**src/rtl/mem_stage_pkg.sv**
```systemverilog
// Shared MIPS decode constants, Tnew encodings and E/M register layout for the memory stage.
package mem_stage_pkg;

  localparam logic [5:0] OP_SPECIAL = 6'h00;
  localparam logic [5:0] OP_JAL     = 6'h03;
  localparam logic [5:0] OP_LB      = 6'h20;
  localparam logic [5:0] OP_LH      = 6'h21;
  localparam logic [5:0] OP_LW      = 6'h23;
  localparam logic [5:0] OP_LBU     = 6'h24;
  localparam logic [5:0] OP_LHU     = 6'h25;
  localparam logic [5:0] OP_SB      = 6'h28;
  localparam logic [5:0] OP_SH      = 6'h29;
  localparam logic [5:0] OP_SW      = 6'h2b;

  localparam logic [5:0] FN_JALR    = 6'h09;
  localparam logic [5:0] FN_MFHI    = 6'h10;
  localparam logic [5:0] FN_MFLO    = 6'h12;

  localparam logic [1:0] TNEW_0     = 2'd0;
  localparam logic [1:0] TNEW_1     = 2'd1;
  localparam logic [1:0] TNEW_2     = 2'd2;

  typedef enum logic [2:0] {
    LD_NONE, LD_W, LD_H, LD_HU, LD_B, LD_BU
  } ld_type_e;

  typedef struct packed {
    logic [31:0] pc;
    logic [31:0] instr;
    logic [31:0] rt;
    logic [31:0] alu;
    logic [31:0] hilo;
    logic [4:0]  wreg;
    logic        rwr;
    logic        bw;
    logic [1:0]  tnew;
  } em_reg_t;

  function automatic ld_type_e ld_decode(input logic [5:0] op);
    case (op)
      OP_LW:   return LD_W;
      OP_LH:   return LD_H;
      OP_LHU:  return LD_HU;
      OP_LB:   return LD_B;
      OP_LBU:  return LD_BU;
      default: return LD_NONE;
    endcase
  endfunction

endpackage

```
**src/rtl/mem_ext.sv**
```systemverilog
// Load extender: picks the addressed byte/halfword out of the DM word and sign/zero-extends it.
module mem_ext
  import mem_stage_pkg::*;
(
  input  logic [1:0]  addr,
  input  logic [31:0] rdata,
  input  ld_type_e    ld_type,
  output logic [31:0] ext
);

  logic [15:0] half;
  logic [7:0]  byte_sel;

  // lh/lhu only look at addr[1]; an odd halfword address reads the aligned half
  assign half = addr[1] ? rdata[31:16] : rdata[15:0];

  always_comb begin
    byte_sel = rdata[7:0];
    case (addr)
      2'd1:    byte_sel = rdata[15:8];
      2'd2:    byte_sel = rdata[23:16];
      2'd3:    byte_sel = rdata[31:24];
      default: byte_sel = rdata[7:0];
    endcase
  end

  always_comb begin
    ext = rdata;
    case (ld_type)
      LD_H:    ext = {{16{half[15]}}, half};
      LD_HU:   ext = {16'h0, half};
      LD_B:    ext = {{24{byte_sel[7]}}, byte_sel};
      LD_BU:   ext = {24'h0, byte_sel};
      default: ext = rdata;
    endcase
  end

endmodule

```
**src/rtl/mem_stage.sv**
```systemverilog
// MIPS memory stage: E/M register, DM port drive (address, byte enables, lane-replicated
// store data), load extension and M-stage result/forwarding selection.
module mem_stage
  import mem_stage_pkg::*;
#(
  parameter logic [31:0] PC_RESET = 32'h0000_3000
) (
  input  logic        clk,
  input  logic        reset,
  input  logic [31:0] in_PC,
  input  logic [31:0] in_instruction,
  input  logic [31:0] in_data_rt,
  input  logic [31:0] in_ALUout,
  input  logic [31:0] in_HI_LO,
  input  logic [4:0]  in_RegWreg,
  input  logic        in_RegWrite,
  input  logic [1:0]  in_Tnew,
  input  logic        in_bw,
  output logic [31:0] m_data_addr,
  output logic [31:0] m_data_wdata,
  output logic [3:0]  m_data_byteen,
  input  logic [31:0] m_data_rdata,
  output logic [31:0] m_inst_addr,
  output logic [31:0] out_PC,
  output logic [31:0] out_instruction,
  output logic [31:0] out_RegWdata,
  output logic [31:0] M_fwd_data,
  output logic [4:0]  M_RegWreg,
  output logic        M_RegWrite,
  output logic [1:0]  M_Tnew,
  output logic        out_bw
);

  em_reg_t     em_q;
  logic [5:0]  op, funct;
  logic [1:0]  off;
  ld_type_e    ld_type;
  logic [31:0] ld_ext;
  logic        is_link, is_mf;

  // No enable: hazards are handled upstream by freezing D and bubbling E
  always_ff @(posedge clk or negedge reset) begin
    if (!reset) begin
      em_q    <= '0;
      em_q.pc <= PC_RESET;
    end else begin
      em_q.pc    <= in_PC;
      em_q.instr <= in_instruction;
      em_q.rt    <= in_data_rt;
      em_q.alu   <= in_ALUout;
      em_q.hilo  <= in_HI_LO;
      em_q.wreg  <= in_RegWreg;
      em_q.rwr   <= in_RegWrite;
      em_q.bw    <= in_bw;
      em_q.tnew  <= (in_Tnew == TNEW_0) ? TNEW_0 : in_Tnew - 2'd1;
    end
  end

  assign op      = em_q.instr[31:26];
  assign funct   = em_q.instr[5:0];
  assign off     = em_q.alu[1:0];
  assign ld_type = ld_decode(op);

  // Misaligned stores leave byteen at zero: the write is silently dropped
  always_comb begin
    m_data_byteen = 4'b0000;
    m_data_wdata  = em_q.rt;
    case (op)
      OP_SW: if (off == 2'd0) m_data_byteen = 4'b1111;
      OP_SH: begin
        m_data_wdata = {2{em_q.rt[15:0]}};
        if (!off[0]) m_data_byteen = off[1] ? 4'b1100 : 4'b0011;
      end
      OP_SB: begin
        m_data_wdata  = {4{em_q.rt[7:0]}};
        m_data_byteen = 4'b0001 << off;
      end
      default: ;
    endcase
  end

  mem_ext u_ext (
    .addr    (off),
    .rdata   (m_data_rdata),
    .ld_type (ld_type),
    .ext     (ld_ext)
  );

  assign is_link = (op == OP_JAL) || (op == OP_SPECIAL && funct == FN_JALR);
  assign is_mf   = (op == OP_SPECIAL) && (funct == FN_MFHI || funct == FN_MFLO);

  always_comb begin
    M_fwd_data = em_q.alu;
    if (is_link)    M_fwd_data = em_q.pc + 32'd8;
    else if (is_mf) M_fwd_data = em_q.hilo;
  end

  assign out_RegWdata    = (ld_type != LD_NONE) ? ld_ext : M_fwd_data;
  assign m_data_addr     = em_q.alu;
  assign m_inst_addr     = em_q.pc;
  assign out_PC          = em_q.pc;
  assign out_instruction = em_q.instr;
  assign M_RegWreg       = em_q.wreg;
  assign M_RegWrite      = em_q.rwr;
  assign M_Tnew          = em_q.tnew;
  assign out_bw          = em_q.bw;

endmodule

```
**config.mk**
```make
export PLATFORM = sky130hd
export DESIGN_NAME = mem_stage
export DESIGN_NICKNAME = d
export VERILOG_FILES = /design/src/rtl/mem_stage_pkg.sv /design/src/rtl/mem_ext.sv /design/src/rtl/mem_stage.sv
export SDC_FILE = /design/constraint.sdc
export NUM_CORES = 1
export LEC_CHECK = 0
export BUFFER_PORTS_ARGS = -buffer_cell sky130_fd_sc_hd__buf_4
export CORE_AREA = 4 4 167 169
export CTS_BUF_LIST = sky130_fd_sc_hd__clkbuf_8
export DETAILED_ROUTE_END_ITERATION = 8
export DIE_AREA = 0 0 171 173
export HOLD_SLACK_MARGIN = 0.1
export PLACE_DENSITY_LB_ADDON = 0.1
export SKIP_LAST_GASP = 1
export SYNTH_ARGS = -nofsm -noshare
export SYNTH_HDL_FRONTEND = slang
export SYNTH_HIERARCHICAL = 1
export SYNTH_SLANG_ARGS = --single-unit
```
**constraint.sdc**
```tcl
create_clock -name clk -period 4.8 [get_ports clk]
set_clock_uncertainty 0.2 [all_clocks]
set_input_delay 0.96 -clock clk [delete_from_list [all_inputs] [get_ports clk]]
set_output_delay 0.96 -clock clk [all_outputs]
set_load 0.01 [all_outputs]
```
== Word-level counts from Yosys, hierarchy flattened ==
Index checks and enable logic that the tools add are counted.

* Muxes and demuxes: 13
* Multiply operators: 0
* Eq/ne operators: 19
* Bitwise operators: 0
* Reductions and logical operators: 8
* Add/subtract/negate cells: 2
* $lt $le $gt $ge: 0
* Shifts and indexed selects: 1
* Div/mod/pow operators: 0

{| class="wikitable"
|+ Operators with widths
! kind !! number
|-
| 32-bit case mux with 4 select lines || 1
|-
| 32-bit two-way mux || 3
|-
| 32-bit case mux with 2 select lines || 1
|-
| 6-bit equality test, second input constant || 8
|-
| 32-bit by 4-bit adder with 32-bit output, second input constant || 1
|-
| 8-bit case mux with 3 select lines || 1
|-
| 16-bit two-way mux || 1
|-
| 3-bit case mux with 5 select lines || 1
|-
| 6-bit by 5-bit equality test with 1-bit output, second input constant || 2
|-
| 4-bit two-way mux || 3
|-
| 4-bit case mux with 3 select lines || 1
|-
| 3-bit by 2-bit equality test with 1-bit output, second input constant || 2
|-
| 3-bit equality test, second input constant || 2
|-
| 6-bit by 2-bit equality test with 1-bit output, second input constant || 1
|-
| 6-bit by 4-bit equality test with 1-bit output, second input constant || 1
|-
| 6-bit zero test || 1
|-
| 2-bit equality test, second input constant || 2
|-
| 2-bit zero test || 2
|-
| 1-bit by 2-bit << shifter with 4-bit output, first input constant || 1
|-
| 3-bit nonzero test || 1
|-
| 2-bit by 1-bit equality test with 1-bit output, second input constant || 1
|-
| 1-bit logical AND || 2
|-
| 1-bit logical OR || 2
|-
| 2-bit two-way mux || 1
|-
| 2-bit by 1-bit subtractor with 2-bit output, second input constant || 1
|}

* Bits in writable memories: 0
* Bits in read-only memories: 0
* Memories kept: 0
* Output and inout bits: 237
* Latch bits: 0
* Bits of input ports: 203
* Word-level logic and storage cells: 52
* Register bits after elaboration: 169

== Logic depth before layout (Yosys ltp) ==
Gate-level depths: netlist of the first run.

* Depth in word-level cells: 6
* Gate-level depth with buffers: 11
* Gate-level depth less buffers: 9

== Hierarchy ==
Netlist of the first run, hierarchy kept.

{| class="wikitable"
|+ By module, submodules not included
! module !! area an instance (µm²) !! seq. area each (µm²) !! cells each !! times used
|-
| mem_stage || 7703.6 || 4231.6 || 651 || 1
|-
| mem_ext || 1011.0 || 0.0 || 133 || 1
|}

== Least setup slack after synthesis of the first run ==
OpenSTA, ideal clock, no wires.

* Kind: reg2out
* Start point: reg em_q (netlist bit out_instruction[30])
* End point: out out_RegWdata[21]
* Slack: 0.944 ns
* Buffers on the path: 1
* Arrival: 2.696 ns
* Stages on the path, launching flop included: 10
* Required time: 3.640 ns
* Cell sequence: dfrtp_1 > or3b_2 > nor3b_1 > and2_0 > clkbuf_1 > o21ai_0 > o211ai_1 > nor2_1 > a41oi_1 > a21boi_0

* Word-level cells in the longest chain between the ends: 5
* Elaborated cells between the ends (all ways): 20
* Classes of those cells: 10 x eq/ne; 5 x mux; 5 x reduce/logical

{| class="wikitable"
|+ Ends and longest elaborated chain
! item !! line !! source
|-
| start, declared || mem_stage.sv:34 || <nowiki>em_reg_t em_q;</nowiki>
|-
| 6-bit equality test || mem_stage_pkg.sv:40 || <nowiki>case (op)</nowiki>
|-
| 3-bit case mux with 5 select lines (*) || mem_stage_pkg.sv:40 ||
|-
| via ld_type[1] || mem_stage.sv:37 || <nowiki>ld_type_e ld_type;</nowiki>
|-
| 3-bit equality test / 3-bit by 2-bit equality test with 1-bit output (equally long branches) || mem_ext.sv:29 || <nowiki>case (ld_type)</nowiki>
|-
| 32-bit case mux with 4 select lines (*) || mem_ext.sv:29 ||
|-
| via ld_ext[21] || mem_stage.sv:38 || <nowiki>logic [31:0] ld_ext;</nowiki>
|-
| 32-bit two-way mux (*) || mem_stage.sv:98 || <nowiki>assign out_RegWdata = (ld_type != LD_NONE) ? ld_ext : M_fwd_data;</nowiki>
|-
| end, declared || mem_stage.sv:26 || <nowiki>output logic [31:0] out_RegWdata,</nowiki>
|}

Mark *: on every way through the listed nets, which the timed path passes. The rest lies on a longest branch.

== Final worst setup path of the first run ==
* Start point: reg em_q (netlist bit out_instruction[30])
* End point: out out_RegWdata[7]

The elaborated chain is that of the path after synthesis.

==> results of run 1 <==
[metrics by stage]
| stage | power [mW] | hold slack (ns) |
|---|---|---|
| floorplan | 1.86 | 0.464 |
| global placement | 2.20 | 0.807 |
| detailed placement | 2.20 | 0.813 |
| CTS | 3.25 | 0.280 |
| global route | 3.36 | 0.306 |
| finish | 3.20 | 0.274 |
[sequential cells by signal, indices dropped and copies added (netlist names)]
name / cells
em_q: 64
m_data_addr: 32
m_inst_addr: 32
out_instruction: 32
M_RegWreg: 5
M_Tnew: 2
M_RegWrite: 1
out_bw: 1
[report_power, final]
group | switching (mW) | internal [mW]
Sequential | 0.0608 | 1.50
Combinational | 0.278 | 0.330
Clock | 0.651 | 0.390
Total | 0.989 | 2.22
[cells in the final DEF, fill, tap and decap left out, types with 8 or more instances in the layout]
cell	synthesis	layout
o211ai_1	24	24
nor2_1	24	24
buf_4	147	454
a21oi_1	23	23
nand3b_1	9	9
dfrtp_1	167	167
mux2i_1	39	39
a31oi_1	8	8
nand4_1	10	10
nand2_1	71	71
mux2_2	30	30
o21ai_0	19	19
a21boi_0	15	15
xnor2_1	20	20
nand3_1	10	9
a221o_1	15	15
and3_1	16	16
nor3_1	11	10
clkbuf_8	0	17
[how the worst max path moves through the flow]
stage / from / endpoint / slack [ns] / cells after the start
after floorplan: out_instruction[30] / out_RegWdata[21] / 0.94 / 9
after global placement: out_instruction[30] / out_RegWdata[15] / 0.69 / 8
after detailed placement: out_instruction[30] / out_RegWdata[15] / 0.64 / 8
after CTS: out_instruction[30] / out_RegWdata[15] / 0.09 / 8
after global routing: out_instruction[27] / out_RegWdata[25] / 0.07 / 9
final: out_instruction[30] / out_RegWdata[7] / 0.31 / 8
[metal layers]
layer	vias up	GRT usage (%)
met5	-	0
met4	0	5.02
met3	19	7.54
met2	286	39.1
li1	3226	-
met1	3345	24.6
[cells by family after synthesis]
| group | share of synthesized area [%] |
|---|---|
| muxes | 10.8 |
| adders and majority gates | 0.144 |
| DFF | 48.6 |
| AOI/OAI and AO/OA | 11.0 |
| xor gates and xnor gates | 2.71 |
| buffers and inverters | 15.1 |
| and+or+nand+nor | 11.6 |
[area by class of cell]
cell class	instances	area share, %
antenna	1	0.0214
clock buffer	17	2.00
clock inverter	14	1.36
inverter	4	0.160
multi-input combinational	428	27.2
sequential	169	36.1
tap	341	3.64
timing repair buffer	457	29.5
[what timing repair did]
action	CTS	global route
endpoints found under the setup margin	0	16
hold endpoints to repair	0	0
buffers inserted	0	2
resized for setup	0	4
==> impl_metrics.csv, run 1 <==
group,metric,value,unit
sta,rsz0062_at_grt,"false",
global_route,grt_pass1_wl,47600,um
global_route,grt_max_degree,73,
global_route,overflow,0,
worst_setup_path,crit_fanout,18,
detailed_routing,ant_nets,0,
clock_tree,root_buffer,"clkbuf_8",
worst_setup_path,endpoint_kind,"primary output",
clock_tree,clock_path_buffers,2,
sta,fmax,223,MHz
worst_setup_path,path_buf_inv,4,
detailed_routing,drc,0,
run,cap_violations,0,
sta,timing.final.crit_share,93.5,%
floorplan,dieArea,29600,um2
yosys,yosysWarnings,6,
worst_setup_path,start_kind,"flop",
worst_setup_path,crit_arrival,3.33,ns
pwr,vdd_drop_max,0.153,mV
yosys,yosysSeqAreaShare,48.6,%
sta,tns,0,ns
outcome,status,"finished clean",
pwr,pwr_density_cell,274,nW/um2
yosys,synth.most_common_cell,"dfrtp_1",
pwr,p_leak,5.64,nW
yosys,synth_edf_count,0,
sta,post-route-worst-setup-slack,0.314,ns
detailed_routing,first_iter_violations,340,
detailed_routing,vias,6876,
placement,finalWeightedCongestion,0.829,
global_route,antenna_found_initial,1,
cells_and_area,design_area,11700,um2
floorplan,fp.coreArea,26600,um2
yosys,ys_top_cells_by_area,"dfrtp_1 (48%), buf_4 (13%), mux2i_1 (4.5%)",
yosys,synthFlopType,"dfrtp_1",
floorplan,pin_count,440,
cells_and_area,instances_no_fill,1431,
detailed_routing,wl_met1,12600,um
clock_tree,clk_pin_slew_worst_paths,0.10,ns
detailed_routing,wl_met2,17400,um
yosys,synth.distinct_cells,68,
worst_setup_path,cp_slowest_stage_delay,0.62,ns
placement,dp_cells,1397,
worst_setup_path,cp_cell_sequence,"or3b_2 > nor3_2 > buf_4 > clkinvlp_4 > o311ai_0 > buf_4 > mux2_2 > buf_4",
global_route,grt_util_all_layers,21.7,%
clock_tree,clkSinkCount,169,
worst_setup_path,timing.critical_path.mode_cell,"buf_4",
clock_tree,htreeDepth,4,
yosys,yosysTopAreaCell,"dfrtp_1",
cells_and_area,fillers,2619,
detailed_routing,drtPass1Iterations,5,
global_route,first_global_vias,7160,
sta,fin_crit,4.49,ns
cells_and_area,multi_input_area,3180,um2
sta,tightest_slew,0.965,ns
placement,hpwl,26600,um
yosys,syn_avg_cell_area,11.1,um2
detailed_routing,drt_wl_total,33400,um
sta,slew_headroom,35.7,%
detailed_routing,avgViaCountPerCell,4.81,
yosys,synth_area,8710,um2
worst_setup_path,crit_slowest_cell,"o311ai_0",
cells_and_area,syn_to_final_growth,34.4,%
worst_setup_path,critical_path_class,"reg2out",
placement,numPortBuffers,439,
floorplan,row_count,60,
sta,finalHoldViolations,0,
yosys,syn-num-nets,988,
yosys,synth_top_cells_by_count,"dfrtp_1 (167), buf_4 (147), nand2_1 (71), mux2i_1 (39), mux2_2 (30)",
floorplan,dieWidth,171,um
detailed_routing,highest_layer,"met4",
yosys,async_flop_share,100,%
clock_tree,hold_buffers,0,
yosys,synth_top_area_share,48.0,%
sta,setup_viol,0,
cells_and_area,layout.nets,1281,
cells_and_area,drive_above_1_share,50.1,%
cells_and_area,utilization,44.1,%
cells_and_area,regArea,4230,um2
worst_setup_path,cp_data_required_time,3.64,ns
detailed_routing,wl_per_cell,23.3,um
sta,drv_slew,0,
floorplan,die_h,173,um
worst_setup_path,critical_path.top_delay_family,"buffers and inverters",
worst_hold_path,hp-class,"in2async",
yosys,synth_seq_cells,169,
placement,pre_cts_slack,0.636,ns
clock_tree,numCtsBuffers,17,
floorplan,start_util,32.8,%
detailed_routing,dr_wl_met3,2940,um
placement,placed_cell_area,11300,um2
yosys,syn-instance-count,784,
clock_tree,cts_tree,"done",
(Power assumes the default switching activity.)
==> run 2: changes to the inputs <==
- CORE_AREA: 4 4 167 169 -> 4 4 171 173
- DIE_AREA: 0 0 171 173 -> 0 0 175 177
- clock period: 4.8 -> 4.1 ns (I/O delays scaled with it)
==> run 2 against run 1 <==
Cell area rose by 1.2%. Critical path type unchanged. Global-route usage fell by 0.66 points. Routed wire length grew 0.65%. Utilization is 1.2 points lower.
==> impl_metrics.csv, run 2 (synthesized netlist as in run 1, its figures left out) <==
group,metric,value,unit
cells_and_area,design_area,11900,um2
detailed_routing,ant_nets,0,
clock_tree,htreeDepth,4,
cells_and_area,multi_input_area,3200,um2
clock_tree,hold_buffers,0,
cells_and_area,largest_reg_flops,64,
clock_tree,numCtsBuffers,17,
cells_and_area,drive_above_1_share,50.8,%
worst_setup_path,crit_fanout,8,
detailed_routing,avgViaCountPerCell,4.70,
floorplan,die_h,177,um
outcome,status,"finished clean",
global_route,grt_max_degree,170,
cells_and_area,utilization,42.9,%
worst_setup_path,critical_path.top_delay_family,"simple AND/OR/NAND/NOR gates",
placement,finalWeightedCongestion,0.833,
detailed_routing,vias,6936,
sta,fmax,252,MHz
worst_setup_path,cp_cell_sequence,"or3b_4 > nor3b_2 > buf_6 > nor3_2 > a22o_4 > a221o_1 > mux2_2 > buf_4",
cells_and_area,fillers,2776,
pwr,p_leak,5.70,nW
worst_setup_path,crit_arrival,2.94,ns
global_route,antenna_found_initial,0,
clock_tree,clkSinkCount,169,
cells_and_area,layout.nets,1290,
detailed_routing,drtPass1Iterations,5,
floorplan,dieArea,31000,um2
clock_tree,clock_path_buffers,2,
sta,slew_headroom,34.9,%
worst_hold_path,hp-class,"in2reg",
clock_tree,root_buffer,"clkbuf_8",
floorplan,dieWidth,175,um
detailed_routing,wl_per_cell,22.8,um
placement,pre_cts_slack,0.339,ns
sta,drv_slew,0,
worst_setup_path,crit_slowest_cell,"dfrtp_2",
pwr,pwr_density_cell,320,nW/um2
sta,post-route-worst-setup-slack,0.139,ns
floorplan,row_count,61,
floorplan,start_util,31.5,%
cells_and_area,top_register,"em_q",
sta,setup_viol,0,
cells_and_area,layout_commonest_cell,"buf_4",
cells_and_area,regArea,4230,um2
placement,numPortBuffers,439,
placement,placed_cell_area,11400,um2
sta,finalHoldViolations,0,
clock_tree,cts_tree,"done",
global_route,grt_util_all_layers,21.1,%
sta,fin_crit,3.96,ns
cells_and_area,syn_to_final_growth,36.0,%
worst_setup_path,path_buf_inv,2,
worst_setup_path,critical_path_class,"reg2out",
global_route,overflow,0,
worst_setup_path,cp_data_required_time,3.08,ns
floorplan,fp.coreArea,27600,um2
worst_setup_path,endpoint_kind,"primary output",
detailed_routing,first_iter_violations,361,
worst_setup_path,start_kind,"flop",
sta,rsz0062_at_grt,"true",
floorplan,pin_count,440,
placement,hpwl,26800,um
run,cap_violations,0,
global_route,first_global_vias,7418,
detailed_routing,drt_wl_total,33600,um
detailed_routing,drc,0,
clock_tree,clk_pin_slew_worst_paths,0.11,ns
pwr,vdd_drop_max,0.344,mV
cells_and_area,antennaDiodeCount,0,
cells_and_area,most-common-layout-cells,"buf_4 (459), dfrtp_1 (165), nand2_1 (71)",
sta,tightest_slew,0.976,ns
global_route,grt_pass1_wl,48400,um
sta,timing.final.crit_share,96.6,%
worst_setup_path,cp_slowest_stage_delay,0.45,ns
run 2: path summary, 6_finish.rpt:
check | start | end | slack (ns) | depth (start not counted)
min in group asynchronous | reset | em_q[95] | 0.26 | 2
setup / recovery | out_instruction[30] | out_RegWdata[15] | 0.14 | 8
max in group asynchronous | reset | em_q[27] | 2.72 | 2
hold / removal | in_HI_LO[3] | em_q[12] | 0.24 | 1
run 2: through the flow:
step,std cells,hold slack (ns),total power [mW],TNS (ns)
after floorplan,784,0.324,2.18,0
after detailed placement,1442,0.730,2.58,0
after global routing,1476,0.196,3.98,-0.0557
after global placement,1442,0.729,2.58,0
after CTS,1476,0.200,3.86,0
final,1476,0.238,3.80,0
run 2: power by group:
| part | switching, mW | internal (mW) |
|---|---|---|
| sequential | 0.0729 | 1.75 |
| combinational | 0.327 | 0.387 |
| clock | 0.701 | 0.557 |
| total | 1.10 | 2.69 |
run 2: area by class of cell:
| type | count | share of cell area, % |
|---|---|---|
| Clock buffer | 17 | 1.97 |
| Clock inverter | 14 | 1.40 |
| Inverter | 4 | 0.127 |
| Multi-Input combinational cell | 428 | 27.0 |
| Sequential cell | 169 | 35.7 |
| Tap cell | 378 | 3.99 |
| Timing Repair Buffer | 466 | 29.8 |
run 2: metal layers:
layer  vias to the layer above  track usage, %  routed length (um)
met2                       327            37.2               17000
met4                         0            7.04                 954
met1                      3335            23.8               12800
met3                        38            7.39                2860
li1                       3236               -                   -
met5                         -               0                   0
run 2: what timing repair did:
item / CTS / global route
setup endpoints to repair: 26 / 32
setup buffers: 2 / 0
cloned: 1 / 0
gates resized for setup: 6 / 14
==> run 3: changes to the inputs <==
- BUFFER_PORTS_ARGS: -buffer_cell sky130_fd_sc_hd__buf_4 -> -buffer_cell sky130_fd_sc_hd__clkbuf_2
- CTS_CLUSTER_DIAMETER: unset -> 40
==> run 3 against run 2 <==
First-iteration DRC count decreased by 8.6%. Sequential share of layout area increased by 3.3 points. Power decreased by 5.0%. Non-clock buffer count increased by 8. Critical path depth unchanged. Setup slack improved by 0.025 ns. Maximum frequency increased by 0.64%. Clock power decreased by 6%. Combinational power decreased by 16%. Critical path type unchanged. Largest power group unchanged.
==> impl_metrics.csv, run 3 (synthesized netlist as in run 1, its figures left out) <==
group,metric,value,unit
outcome,status,"finished clean",
sta,slew_headroom,39.7,%
global_route,first_global_vias,7174,
sta,tns,0,ns
worst_setup_path,crit_fanout,8,
detailed_routing,dr_wl_met3,2810,um
floorplan,row_count,61,
detailed_routing,drc,0,
worst_setup_path,crit_slowest_cell,"or3b_4",
global_route,grt_max_degree,71,
sta,timing.final.crit_share,96.0,%
pwr,pwr_density_cell,332,nW/um2
detailed_routing,wl_met2,16900,um
cells_and_area,design_area,10900,um2
cells_and_area,drive_above_1_share,51.7,%
detailed_routing,first_iter_violations,330,
sta,post-route-worst-setup-slack,0.164,ns
global_route,grt_util_all_layers,20.8,%
cells_and_area,most-common-layout-cells,"clkbuf_2 (438), dfrtp_1 (165), nand2_1 (71)",
worst_setup_path,start_kind,"flop",
cells_and_area,layout.nets,1298,
clock_tree,root_buffer,"clkbuf_8",
worst_setup_path,cp_cell_sequence,"or3b_4 > nor3b_4 > buf_6 > nor3_2 > a22o_4 > a221o_1 > mux2_2 > clkbuf_2",
global_route,overflow,0,
floorplan,dieArea,31000,um2
placement,placed_cell_area,10300,um2
pwr,combPwrFrac,16.6,%
cells_and_area,fillers,2833,
pwr,p_total,3.61,mW
cells_and_area,syn_to_final_growth,24.6,%
sta,setup_viol,0,
sta,whs,0.119,ns
clock_tree,clkSinkCount,169,
pwr,vdd_drop_max,0.285,mV
clock_tree,clk_pin_slew_worst_paths,0.11,ns
global_route,antenna_found_initial,2,
cells_and_area,largest_reg_flops,64,
floorplan,die_h,177,um
worst_setup_path,path_buf_inv,2,
detailed_routing,drtPass1Iterations,5,
pwr,p_int,2.47,mW
floorplan,start_util,31.5,%
run,cap_violations,0,
worst_hold_path,hp-class,"in2async",
floorplan,dieWidth,175,um
worst_setup_path,critical_path.top_delay_family,"simple AND/OR/NAND/NOR gates",
sta,fin_crit,3.94,ns
detailed_routing,wl_per_cell,22.3,um
pwr,switchingPower,1.13,mW
clock_tree,clock_path_buffers,2,
pwr,power_frac_clock,32.9,%
sta,fmax,254,MHz
detailed_routing,vias,7074,
detailed_routing,ant_nets,0,
placement,hpwl,26700,um
worst_setup_path,endpoint_kind,"primary output",
worst_setup_path,critical_path_class,"reg2out",
sta,drv_slew,0,
detailed_routing,highest_layer,"met4",
cells_and_area,layout_commonest_cell,"clkbuf_2",
worst_setup_path,crit_arrival,2.92,ns
floorplan,fp.coreArea,27600,um2
pwr,netSwitchingFraction,31.4,%
placement,dp_cells,1445,
global_route,grt_pass1_wl,47400,um
clock_tree,hold_buffers,0,
clock_tree,cts_tree,"done",
cells_and_area,utilization,39.3,%
floorplan,pin_count,440,
sta,finalHoldViolations,0,
placement,pre_cts_slack,0.368,ns
sta,tightest_slew,0.905,ns
detailed_routing,avgViaCountPerCell,4.76,
pwr,pwr-share-seq,50.5,%
clock_tree,numCtsBuffers,17,
clock_tree,htreeDepth,4,
cells_and_area,instances_no_fill,1487,
cells_and_area,top_register,"em_q",
detailed_routing,drt_wl_total,33200,um
detailed_routing,wl_met1,12700,um
worst_setup_path,cp_data_required_time,3.08,ns
sta,rsz0062_at_grt,"true",
pwr,p_leak,5.48,nW
placement,numPortBuffers,439,
placement,finalWeightedCongestion,0.820,
worst_setup_path,cp_slowest_stage_delay,0.46,ns
-- run 3: cell count changes in the layout (fill, tap and decap cells not counted), sizes merged --
| cell | previous run | this run |
|---|---|---|
| buf | 466 | 36 |
| diode | 0 | 2 |
| clkinv | 3 | 7 |
| clkbuf | 17 | 455 |
| clkinvlp | 3 | 2 |
| bufinv | 2 | 0 |
-- run 3: what timing repair did --
item                       CTS  global route
setup endpoints to repair   25            22
pin swaps                    0             3
gates cloned                 1             1
setup buffers                2             4
gates resized for setup      6            25
-- run 3: cell type report --
type | count | area (um2) | area share, %
Clock inverter | 15 | 159 | 1.46
Inverter | 4 | 15.0 | 0.138
Antenna cell | 2 | 5.00 | 0.0461
Clock buffer | 17 | 234 | 2.15
Tap cell | 378 | 473 | 4.36
Multi-Input combinational cell | 428 | 3240 | 29.8
Timing Repair Buffer | 474 | 2500 | 23.0
Sequential cell | 169 | 4230 | 39.0
-- run 3: per-layer routing --
layer | track usage [%] | up-vias
li1 | - | 3257
met1 | 24.0 | 3458
met2 | 36.6 | 325
met3 | 6.86 | 34
met4 | 7.00 | 0
met5 | 0 | -
-- run 3: how the worst max path moves through the flow --
stage,from,to,slack [ns],depth (start not counted)
finish,out_instruction[29],out_RegWdata[10],0.16,8
global route,out_instruction[29],out_RegWdata[26],-0.004,11
global placement,out_instruction[30],out_RegWdata[26],0.38,11
CTS,out_instruction[26],out_RegWdata[26],0.002,11
floorplan,out_instruction[30],out_RegWdata[21],0.38,9
detailed placement,out_instruction[30],out_RegWdata[5],0.37,9
-- run 3: power groups by stage --
stage | registers [mW] | logic (mW) | clock network, mW
4_1_cts | 1.82 | 0.604 | 1.24
5_1_grt | 1.83 | 0.656 | 1.30
6_report | 1.82 | 0.599 | 1.19
2_1_floorplan | 1.83 | 0.350 | 0
3_3_place_gp | 1.85 | 0.600 | 0
3_5_place_dp | 1.86 | 0.599 | 0
